==> src/rtl/noc_pkg.sv <==
// noc_pkg: shared definitions for the mesh-router input path.
//   dir_e        - output/input direction encoding (N, E, S, W, PE)
//   FLAG_BITS    - width of the ifm/filt flag at the packet MSB
//   dest_lsb()   - bit offset of the destination field in a packet
//   xy_route()   - dimension-ordered (X first, then Y) route selection
//   route_legal()- rejects U-turns and Y-to-X turns
package noc_pkg;

    typedef enum logic [2:0] {
        DIR_N  = 3'd0,
        DIR_E  = 3'd1,
        DIR_S  = 3'd2,
        DIR_W  = 3'd3,
        DIR_PE = 3'd4
    } dir_e;

    localparam int NUM_DIRS  = 5;
    // Widest address the route helper accepts; callers zero-extend into it.
    localparam int ADDR_MAX  = 16;
    // The ifm/filt flag sits in the top bit, destination directly below it,
    // then the source address, then the payload.
    localparam int FLAG_BITS = 1;

    function automatic int dest_lsb(input int width, input int addr_w);
        return width - FLAG_BITS - addr_w;
    endfunction

    // Upper addr_w/2 bits of an address are X, lower addr_w/2 bits are Y.
    function automatic dir_e xy_route(input logic [ADDR_MAX-1:0] dest,
                                      input logic [ADDR_MAX-1:0] my,
                                      input int                  addr_w);
        logic [ADDR_MAX-1:0] ymask;
        logic [ADDR_MAX-1:0] dx, dy, mx, my_y;
        ymask = (ADDR_MAX'(1) << (addr_w / 2)) - ADDR_MAX'(1);
        dx    = dest >> (addr_w / 2);
        mx    = my >> (addr_w / 2);
        dy    = dest & ymask;
        my_y  = my & ymask;
        if (dx > mx)        return DIR_E;
        else if (dx < mx)   return DIR_W;
        else if (dy > my_y) return DIR_N;
        else if (dy < my_y) return DIR_S;
        else                return DIR_PE;
    endfunction

    function automatic logic route_legal(input dir_e in_type, input dir_e route);
        if (route == in_type)
            return 1'b0;
        if ((in_type == DIR_N || in_type == DIR_S) &&
            (route == DIR_E || route == DIR_W))
            return 1'b0;
        return 1'b1;
    endfunction

endpackage

==> src/rtl/noc_sync_fifo.sv <==
// noc_sync_fifo: single-clock FIFO with first-word-fall-through read port.
//   clk, rst_n        - clock, asynchronous active-low reset (pointers only)
//   push, push_data   - write request and data (ignored when full)
//   pop               - discard head entry (ignored when empty)
//   pop_data          - current head entry
//   full, empty       - status from pointer compare
//   count             - number of stored entries (0..DEPTH)
module noc_sync_fifo #(
    parameter int WIDTH = 33,
    parameter int DEPTH = 4
) (
    input  logic                       clk,
    input  logic                       rst_n,
    input  logic                       push,
    input  logic [WIDTH-1:0]           push_data,
    input  logic                       pop,
    output logic [WIDTH-1:0]           pop_data,
    output logic                       full,
    output logic                       empty,
    output logic [$clog2(DEPTH):0]     count
);
    localparam int AW = $clog2(DEPTH);

    // One extra pointer bit separates the full and empty cases when the
    // index bits coincide.
    logic [AW:0]      wr_ptr, rd_ptr;
    logic [WIDTH-1:0] mem [DEPTH];

    assign empty    = (wr_ptr == rd_ptr);
    assign full     = (wr_ptr[AW] != rd_ptr[AW]) &&
                      (wr_ptr[AW-1:0] == rd_ptr[AW-1:0]);
    assign count    = wr_ptr - rd_ptr;
    assign pop_data = mem[rd_ptr[AW-1:0]];

    always_ff @(posedge clk or negedge rst_n) begin
        if (!rst_n) begin
            wr_ptr <= '0;
            rd_ptr <= '0;
        end else begin
            if (push && !full)
                wr_ptr <= wr_ptr + 1'b1;
            if (pop && !empty)
                rd_ptr <= rd_ptr + 1'b1;
        end
    end

    always_ff @(posedge clk) begin
        if (push && !full)
            mem[wr_ptr[AW-1:0]] <= push_data;
    end

endmodule

==> src/rtl/noc_input_router.sv <==
// noc_input_router: one router input port. Buffers packets, computes the
// XY route of the FIFO head and forwards it to one of five outputs through a
// single output register; packets whose route is illegal for this input
// direction are discarded and counted.
//   clk, rst_n           - clock, asynchronous active-low reset
//   in_valid/in_ready    - input handshake, in_data is the packet
//   out_valid[4:0]       - one-hot request (0 N, 1 E, 2 S, 3 W, 4 PE)
//   out_ready[4:0]       - per-output ready; only the selected one is used
//   out_data             - packet shared by all outputs
//   occupancy            - FIFO entries plus output register (0..DEPTH+1)
//   drop_cnt             - saturating count of discarded packets
//   drop_pulse           - one-cycle pulse per discarded packet
module noc_input_router
    import noc_pkg::*;
#(
    parameter int               WIDTH   = 33,
    parameter int               ADDR_W  = 4,
    parameter logic [ADDR_W-1:0] MY_ADDR = 4'b0101,
    parameter logic [2:0]       IN_TYPE = 3'b000,
    parameter int               DEPTH   = 4,
    parameter int               CNT_W   = 8
) (
    input  logic                        clk,
    input  logic                        rst_n,
    input  logic                        in_valid,
    output logic                        in_ready,
    input  logic [WIDTH-1:0]            in_data,
    output logic [NUM_DIRS-1:0]         out_valid,
    input  logic [NUM_DIRS-1:0]         out_ready,
    output logic [WIDTH-1:0]            out_data,
    output logic [$clog2(DEPTH+2)-1:0]  occupancy,
    output logic [CNT_W-1:0]            drop_cnt,
    output logic                        drop_pulse
);
    localparam int AW       = $clog2(DEPTH);
    localparam int OCC_W    = $clog2(DEPTH + 2);
    localparam int DEST_LSB = dest_lsb(WIDTH, ADDR_W);

    if (IN_TYPE > 3'd4) begin : g_bad_in_type
        $error("noc_input_router: IN_TYPE must be 0..4");
    end
    if (DEPTH < 2 || (DEPTH & (DEPTH - 1)) != 0) begin : g_bad_depth
        $error("noc_input_router: DEPTH must be a power of two >= 2");
    end

    function automatic logic [CNT_W-1:0] sat_inc(input logic [CNT_W-1:0] v);
        return (&v) ? v : v + CNT_W'(1);
    endfunction

    logic                 active;
    logic                 fifo_full, fifo_empty, fifo_pop, fifo_push;
    logic [WIDTH-1:0]     head;
    logic [AW:0]          fifo_count;
    logic [ADDR_W-1:0]    head_dest;
    dir_e                 route;
    logic                 legal;
    logic                 out_full;
    logic [NUM_DIRS-1:0]  sel;
    logic                 fire, load, drop;

    // in_ready is held low until the first edge after reset release.
    always_ff @(posedge clk or negedge rst_n) begin
        if (!rst_n) active <= 1'b0;
        else        active <= 1'b1;
    end

    assign in_ready  = active && !fifo_full;
    assign fifo_push = in_valid && in_ready;

    noc_sync_fifo #(
        .WIDTH (WIDTH),
        .DEPTH (DEPTH)
    ) u_fifo (
        .clk       (clk),
        .rst_n     (rst_n),
        .push      (fifo_push),
        .push_data (in_data),
        .pop       (fifo_pop),
        .pop_data  (head),
        .full      (fifo_full),
        .empty     (fifo_empty),
        .count     (fifo_count)
    );

    assign head_dest = head[DEST_LSB +: ADDR_W];
    assign route     = xy_route(ADDR_MAX'(head_dest), ADDR_MAX'(MY_ADDR), ADDR_W);
    assign legal     = route_legal(dir_e'(IN_TYPE), route);

    assign out_valid = out_full ? sel : '0;
    assign fire      = |(out_valid & out_ready);

    // One pop per cycle at most: an illegal head is discarded regardless of
    // the output register, a legal head moves only when the register frees.
    always_comb begin
        load     = 1'b0;
        drop     = 1'b0;
        fifo_pop = 1'b0;
        if (!fifo_empty) begin
            if (!legal) begin
                drop     = 1'b1;
                fifo_pop = 1'b1;
            end else if (!out_full || fire) begin
                load     = 1'b1;
                fifo_pop = 1'b1;
            end
        end
    end

    always_ff @(posedge clk or negedge rst_n) begin
        if (!rst_n) begin
            out_full   <= 1'b0;
            sel        <= '0;
            out_data   <= '0;
            drop_pulse <= 1'b0;
            drop_cnt   <= '0;
        end else begin
            if (load) begin
                out_full <= 1'b1;
                sel      <= NUM_DIRS'(1) << route;
                out_data <= head;
            end else if (fire) begin
                out_full <= 1'b0;
            end
            drop_pulse <= drop;
            if (drop)
                drop_cnt <= sat_inc(drop_cnt);
        end
    end

    assign occupancy = OCC_W'(fifo_count) + OCC_W'(out_full);

endmodule

==> config.mk <==
export PLATFORM = sky130hd
export DESIGN_NAME = noc_input_router
export DESIGN_NICKNAME = d
export VERILOG_FILES = /design/src/rtl/noc_pkg.sv /design/src/rtl/noc_sync_fifo.sv /design/src/rtl/noc_input_router.sv
export SDC_FILE = /design/constraint.sdc
export NUM_CORES = 1
export LEC_CHECK = 0
export CAP_MARGIN = 10
export CORE_MARGIN = 4
export CORE_UTILIZATION = 50
export CTS_CLUSTER_DIAMETER = 120
export DETAILED_ROUTE_END_ITERATION = 6
export PLACE_DENSITY = 0.73
export RECOVER_POWER = 50
export SYNTH_ARGS = -nofsm -noshare
export SYNTH_HDL_FRONTEND = slang
export SYNTH_SLANG_ARGS = --single-unit
==> constraint.sdc <==
create_clock -name clk -period 5.1 [get_ports clk]
set_input_delay 0.51 -clock clk [delete_from_list [all_inputs] [get_ports clk]]
set_output_delay 0.51 -clock clk [all_outputs]
set_load 0.01 [all_outputs]
; Word-level counts from Yosys, hierarchy flattened
; Memory sizes are Yosys's and may differ from the RTL's.
; Cells that the tools add are included.
[word_totals]
reg_bits = 55
ramBits = 132
input_bits = 41
output_inout_bits = 51
wordCells = 64
memories = 1
[mem_list]
columns = name, words, width, read_ports, rd_ports_with_merged_regs, wr, line
row1 = u_fifo.mem, 4, 33, 1, 0, 1, noc_sync_fifo.sv:27  ; logic [WIDTH-1:0] mem [DEPTH];
[classes]
addsub = 5
n_lt_le_gt_ge = 4
eq_ne = 5
shift = 1
n_mux = 23
bitwise_logic = 2
n_reduce_logical = 15
[op_table]
columns = op, n
row1 = two-way mux 1 bit, 18
row2 = two-way mux 3 bit, 4
row3 = adder 8 x 1 -> 8 bit (second input constant), 1
row4 = AND reduction 8 bit, 1
row5 = adder 3 x 1 -> 3 bit (second input constant), 2
row6 = bitwise AND 5 bit, 1
row7 = logical AND 1 bit, 5
row8 = two-way mux 5 bit, 1
row9 = OR reduction 5 bit, 1
row10 = << shifter 1 x 3 -> 5 bit (first input constant), 1
row11 = > comparator 2 x 1 -> 1 bit (second input constant), 2
row12 = less-than comparator 2 x 1 -> 1 bit (second input constant), 2
row13 = adder 3 x 1 -> 3 bit, 1
row14 = == test 3 x 1 -> 1 bit (second input constant), 1
row15 = == test 3 x 2 -> 1 bit (second input constant), 1
row16 = == test 3 bit, 1
row17 = logical NOT 1 bit, 3
row18 = logical NOT 3 bit, 1
row19 = subtractor 3 bit, 1
row20 = == test 2 bit, 1
row21 = logical OR 1 bit, 2
row22 = AND reduction 2 bit, 1
row23 = nonzero test 2 bit, 1
row24 = != test 1 bit, 1
row25 = inverter 1 bit, 1

; Longest topological paths before layout
; An unclocked memory read counts as a cell.
[logic_depth]
depth_word = 15
ltp_mapped = 10
ltp_nobuf = 8

; By module
; A second synthesis with hierarchy kept.
[unflattened]
hier_cells = 359
area_unflattened_um2 = 7283.2
[by_module_without_submodules]
columns = mod, n_inst, cells_per_inst, area_per_inst_um2, seq_area_each_um2
row1 = noc_sync_fifo, 1, 218, 5226.3, 4113.9
row2 = noc_input_router, 1, 141, 2057.0, 1226.2

; Worst setup path before layout
; No wires, ideal clock.
[synth_path]
path_type = flip-flop to flip-flop
from = register u_fifo.rd_ptr[1]
to = memory u_fifo.mem[3][0], enable pin
setup_ns = 0.395
arrival_ns = 2.452
required_time_ns = 4.705
setup_slack_ns = 2.253
stages_incl_launch_ff = 8
n_path_buf = 2
period_less_slack_ns = 2.847
cell_sequence = dfrtp_1 > buf_6 > clkbuf_1 > inv_1 > ha_1 > inv_1 > o31a_1 > and3_1
[synth_via]
elab_chain_cells = 8
[synth_lines]
columns = element, line
row1 = "start, declared", noc_sync_fifo.sv:26  ; logic [AW:0] wr_ptr, rd_ptr;
row2 = "start signal, assigned", noc_sync_fifo.sv:43  ; rd_ptr <= rd_ptr + 1'b1;
row3 = == test 2 bit, noc_sync_fifo.sv:31  ; (wr_ptr[AW-1:0] == rd_ptr[AW-1:0]);
row4 = logical AND 1 bit, noc_sync_fifo.sv:30  ; assign full = (wr_ptr[AW] != rd_ptr[AW]) &&
row5 = logical NOT 1 bit, noc_input_router.sv:67  ; assign in_ready = active && !fifo_full;
row6 = logical AND 1 bit, noc_input_router.sv:67
row7 = named net in_ready, noc_input_router.sv:26  ; output logic in_ready,
row8 = logical AND 1 bit, noc_input_router.sv:68  ; assign fifo_push = in_valid && in_ready;
row9 = logical AND 1 bit, noc_sync_fifo.sv:48  ; if (push && !full)
row10 = two-way mux 1 bit, noc_sync_fifo.sv:48
row11 = two-way mux 1 bit (implied by the code), noc_sync_fifo.sv:49  ; mem[wr_ptr[AW-1:0]] <= push_data;
row12 = "end, declared", noc_sync_fifo.sv:27
; The timed path passes the listed nets, and every way through them passes these cells.

; Worst setup path after layout
[layout_path]
from = register u_fifo.rd_ptr[1]
to = output occupancy[2]
[layout_via]
elab_chain_cells = 2
[layout_lines]
columns = element, line
row1 = subtractor 3 bit, noc_sync_fifo.sv:32  ; assign count = wr_ptr - rd_ptr;
row2 = adder 3 x 1 -> 3 bit, noc_input_router.sv:130  ; assign occupancy = OCC_W'(fifo_count) + OCC_W'(out_full);
row3 = "end, declared", noc_input_router.sv:31  ; output logic [$clog2(DEPTH+2)-1:0] occupancy,
; Every way passes these cells.

==> results.py <==
metrics = {
    "status": {
        "status": "finished, violations left",
        "violations": "max-capacitance violations, max-slew violations",
    },
    "floorplanning": {
        "fp-row-count": 43,
        "initial_core_util_pct": 51.58,
        "ioPinCount": 92,
        "die_y_um": 128.4,
        "die_area_mm2": 0.01648,
        "die_w_um": 128.4,
        "core-area_mm2": 0.01404,
    },
    "synth": {
        "avgSynthCellArea_um2": 20.58,
        "synthXorXnorAreaFrac_pct": 1.572,
        "synth_cell_types": 40,
        "synth_top_family_by_area": "multiplexers",
        "ys_seq_elements": 187,
        "syn-num-nets": 403,
        "seq_area_frac_synth_pct": 73.73,
        "synth-compound-area-share_pct": 0.9155,
        "synth_area_mm2": 0.007243,
        "synth_fa_ha_area_share_pct": 1.831,
        "synth_cells": 352,
        "yosysWarnings": 0,
        "muxShareOfSynthArea_pct": 15.49,
        "synth-simple-area-share_pct": 4.612,
    },
    "clocking": {
        "hold_buffers": 0,
        "cts_buffers": 17,
        "root_buffer": "clkbuf_16",
        "cts_tree": "built",
        "clkTransAtPathRegs_ps": 60,
        "clk_latency_ps": 430,
        "cts_buffer_depth": 2,
        "cts_sinks": 187,
        "cts_htree_levels": 4,
        "post_cts_resized": 0,
        "post_cts_buffers": 0,
    },
    "flow_run": {
        "cap_violations": 1,
    },
    "min_path": {
        "hold_class": "register to register",
        "holdPathStages": 1,
        "worstHoldStart": "out_data[30]$_DFFE_PN0P_",
        "holdPathEnd": "out_data[30]$_DFFE_PN0P_",
    },
    "finish": {
        "final_nets": 504,
        "multi_input_area_mm2": 0.001787,
        "drive_gt1_share_pct": 23.39,
        "syn_to_final_growth_pct": 22.97,
        "insertedDiodeCount": 0,
        "seqCellArea_mm2": 0.005343,
        "fill_cells": 973,
        "final_core_util_pct": 63.43,
        "instances_no_fill": 646,
    },
    "setup_path": {
        "reg2reg_from": "u_fifo.rd_ptr[1]$_DFFE_PN0P_",
        "startpoint": "u_fifo.rd_ptr[1]$_DFFE_PN0P_",
        "r2r_cells": 5,
        "cp-start-kind": "register",
        "path_class": "register to primary output",
        "r2r_slack_ps": 2060,
        "end_kind": "primary output",
        "path_max_fanout": 37,
        "r2r-end": "u_fifo.mem[3][21]$_DFFE_PP_",
        "critPathArrivalTime_ps": 3240,
        "worstPathRequired_ps": 4590,
    },
    "placed_design": {
        "dp_hpwl_um": 7447,
        "gp_congestion": 0.7397,
        "place_inst": 614,
        "numPortBuffers": 91,
    },
    "detailed_routing": {
        "firstDrtPassIters": 4,
        "wl_met2_um": 5975,
        "drc_errors": 0,
        "drtAntennaViolNets": 0,
        "wl_met3_um": 696,
        "top_layer": "met4",
        "finalWirelength_um": 12310,
        "via_count": 3447,
        "wl_met1_um": 5477,
        "wl_per_cell_um": 19.05,
        "routed_via_density": 5.336,
        "drt_iter0_drc": 220,
    },
    "power_and_ir_drop": {
        "peakVddDrop_v": 0.0003951,
        "p_leak_uw": 0.003267,
        "power_uw": 5401,
        "power_density_mw_per_mm2": 606.3,
    },
    "timing": {
        "hold_viol": 0,
        "slew_headroom_pct": -103.3,
        "drv_slew": 56,
        "fmax_mhz": 267.0,
        "finalSetupViolations": 0,
        "finClkSkew_ps": 6.566,
        "setup_tns_ps": 0,
        "fin_crit_sh_pct": 73.43,
        "rsz0062_at_grt": "false",
        "worstMarginPinSlew_ps": 3049,
        "fin_crit_ps": 3745,
    },
    "grt": {
        "grt_usage_pct": 15.91,
        "grt_pass1_wl_um": 19600,
        "grt_pass1_vias": 3723,
        "antenna_found_initial": 0,
        "grt_start_max_net_pins": 56,
        "overflow": 0,
    },
}
==> per-stage QoR <==
stage               setup WS, ps  instance area [um2]  hold slack (ps)
detailed placement          1774                 8309            474.5
finish                      1355                 8907            476.8
global placement            1823                 8309            454.5
floorplan                   2253                 7243            214.4
global route                1188                 8907            497.0
CTS                         1327                 8911            248.6
==> sequential cells by signal, summed over array words and instances (netlist names), 3 cells and up <==
name and flops:
u_fifo.mem 132, u_fifo.wr_ptr 3, drop_cnt 8, sel 5
u_fifo.rd_ptr 3, out_data 33
==> worst max-delay path, stage by stage, from the launching register on <==
cell and delay [ps]:
dfrtp_2 980, inv_1 100, ha_1 340, inv_1 80, fa_1 430, xor2_1 170, xnor2_1 140, clkdlybuf4s50_1 550
==> area by class of cell <==
cell class | instances | area share, %
Multi-Input combinational cell | 146 | 20.06
Clock buffer | 19 | 4.860
Tap cell | 180 | 2.528
Clock inverter | 13 | 1.896
Inverter | 7 | 0.2950
Timing Repair Buffer | 94 | 10.38
Sequential cell | 187 | 59.98
==> cell usage after synthesis, drive strengths merged <==
library cell / count / area, um2
o211ai: 1 / 7.510
and2: 6 / 37.54
nor4: 3 / 18.77
dfrtp: 55 / 1376
nor3: 2 / 10.01
and4bb: 1 / 12.51
nand4: 2 / 12.51
nor2b: 5 / 31.28
nand3: 5 / 25.02
conb: 1 / 3.750
a22oi: 2 / 15.01
xnor2: 5 / 43.79
nor2: 5 / 21.27
nor4bb: 1 / 10.01
or2: 2 / 12.51
a21o: 2 / 15.01
o21ai: 4 / 20.02
inv: 7 / 26.28
xor2: 8 / 70.07
buf: 8 / 88.83
nand2b: 1 / 6.260
clkbuf: 4 / 15.01
o31a: 1 / 8.760
and3: 5 / 31.28
edfxtp: 132 / 3964
mux4: 30 / 675.7
nor4b: 4 / 62.56
nand2: 6 / 22.52
ha: 9 / 112.6
mux2: 32 / 446.7
fa: 1 / 20.02
nor3b: 2 / 20.02
==> routing by layer <==
metal  track usage (%)  vias up
met3             5.023       14
met2             24.82      100
met1             21.60     1754
met5                 0        -
met4             5.243        0
li1                  -     1579
==> how the worst max path moves through the flow <==
stage	endpoint	depth (start not counted)
after floorplan	u_fifo.mem[3][0]$_DFFE_PP_	7
after CTS	occupancy[2]	7
after global routing	u_fifo.rd_ptr[0]$_DFFE_PN0P_	2
after detailed placement	occupancy[2]	7
after global placement	occupancy[2]	7
final	occupancy[2]	7
==> placed cells by master, fill, tap and decap left out, types with 3 or more instances in the layout <==
cell type	count
dlygate4sd3_1	58
nand3_1	5
edfxtp_1	132
nor4_1	3
and3_2	4
clkbuf_1	3
nor2b_1	5
bufinv_16	3
inv_1	7
and2_1	6
clkdlybuf4s50_1	32
mux2_4	23
nor2_1	4
clkinv_4	6
clkbuf_16	17
mux2_2	9
xor2_1	8
ha_1	9
nand2_1	6
mux4_2	30
xnor2_1	5
dfrtp_1	53
==> power by group <==
part	leakage [uW]	internal [uW]	switching, uW	total, uW
Combinational	0.00112	1080	800	1880
Sequential	0.00186	1980	221	2200
Clock	0.000291	775	549	1320
Total	0.00327	3830	1570	5400
==> cells by family after synthesis <==
| group | count (synthesis) |
|---|---|
| AO/OA/AOI/OAI | 10 |
| XOR/XNOR | 13 |
| adder cells (fa/ha/maj) | 10 |
| buffers and inverters | 19 |
| flip-flops | 187 |
| multiplexers | 62 |
| other | 1 |
| AND/OR/NAND/NOR | 50 |
(Power assumes the default switching activity.)
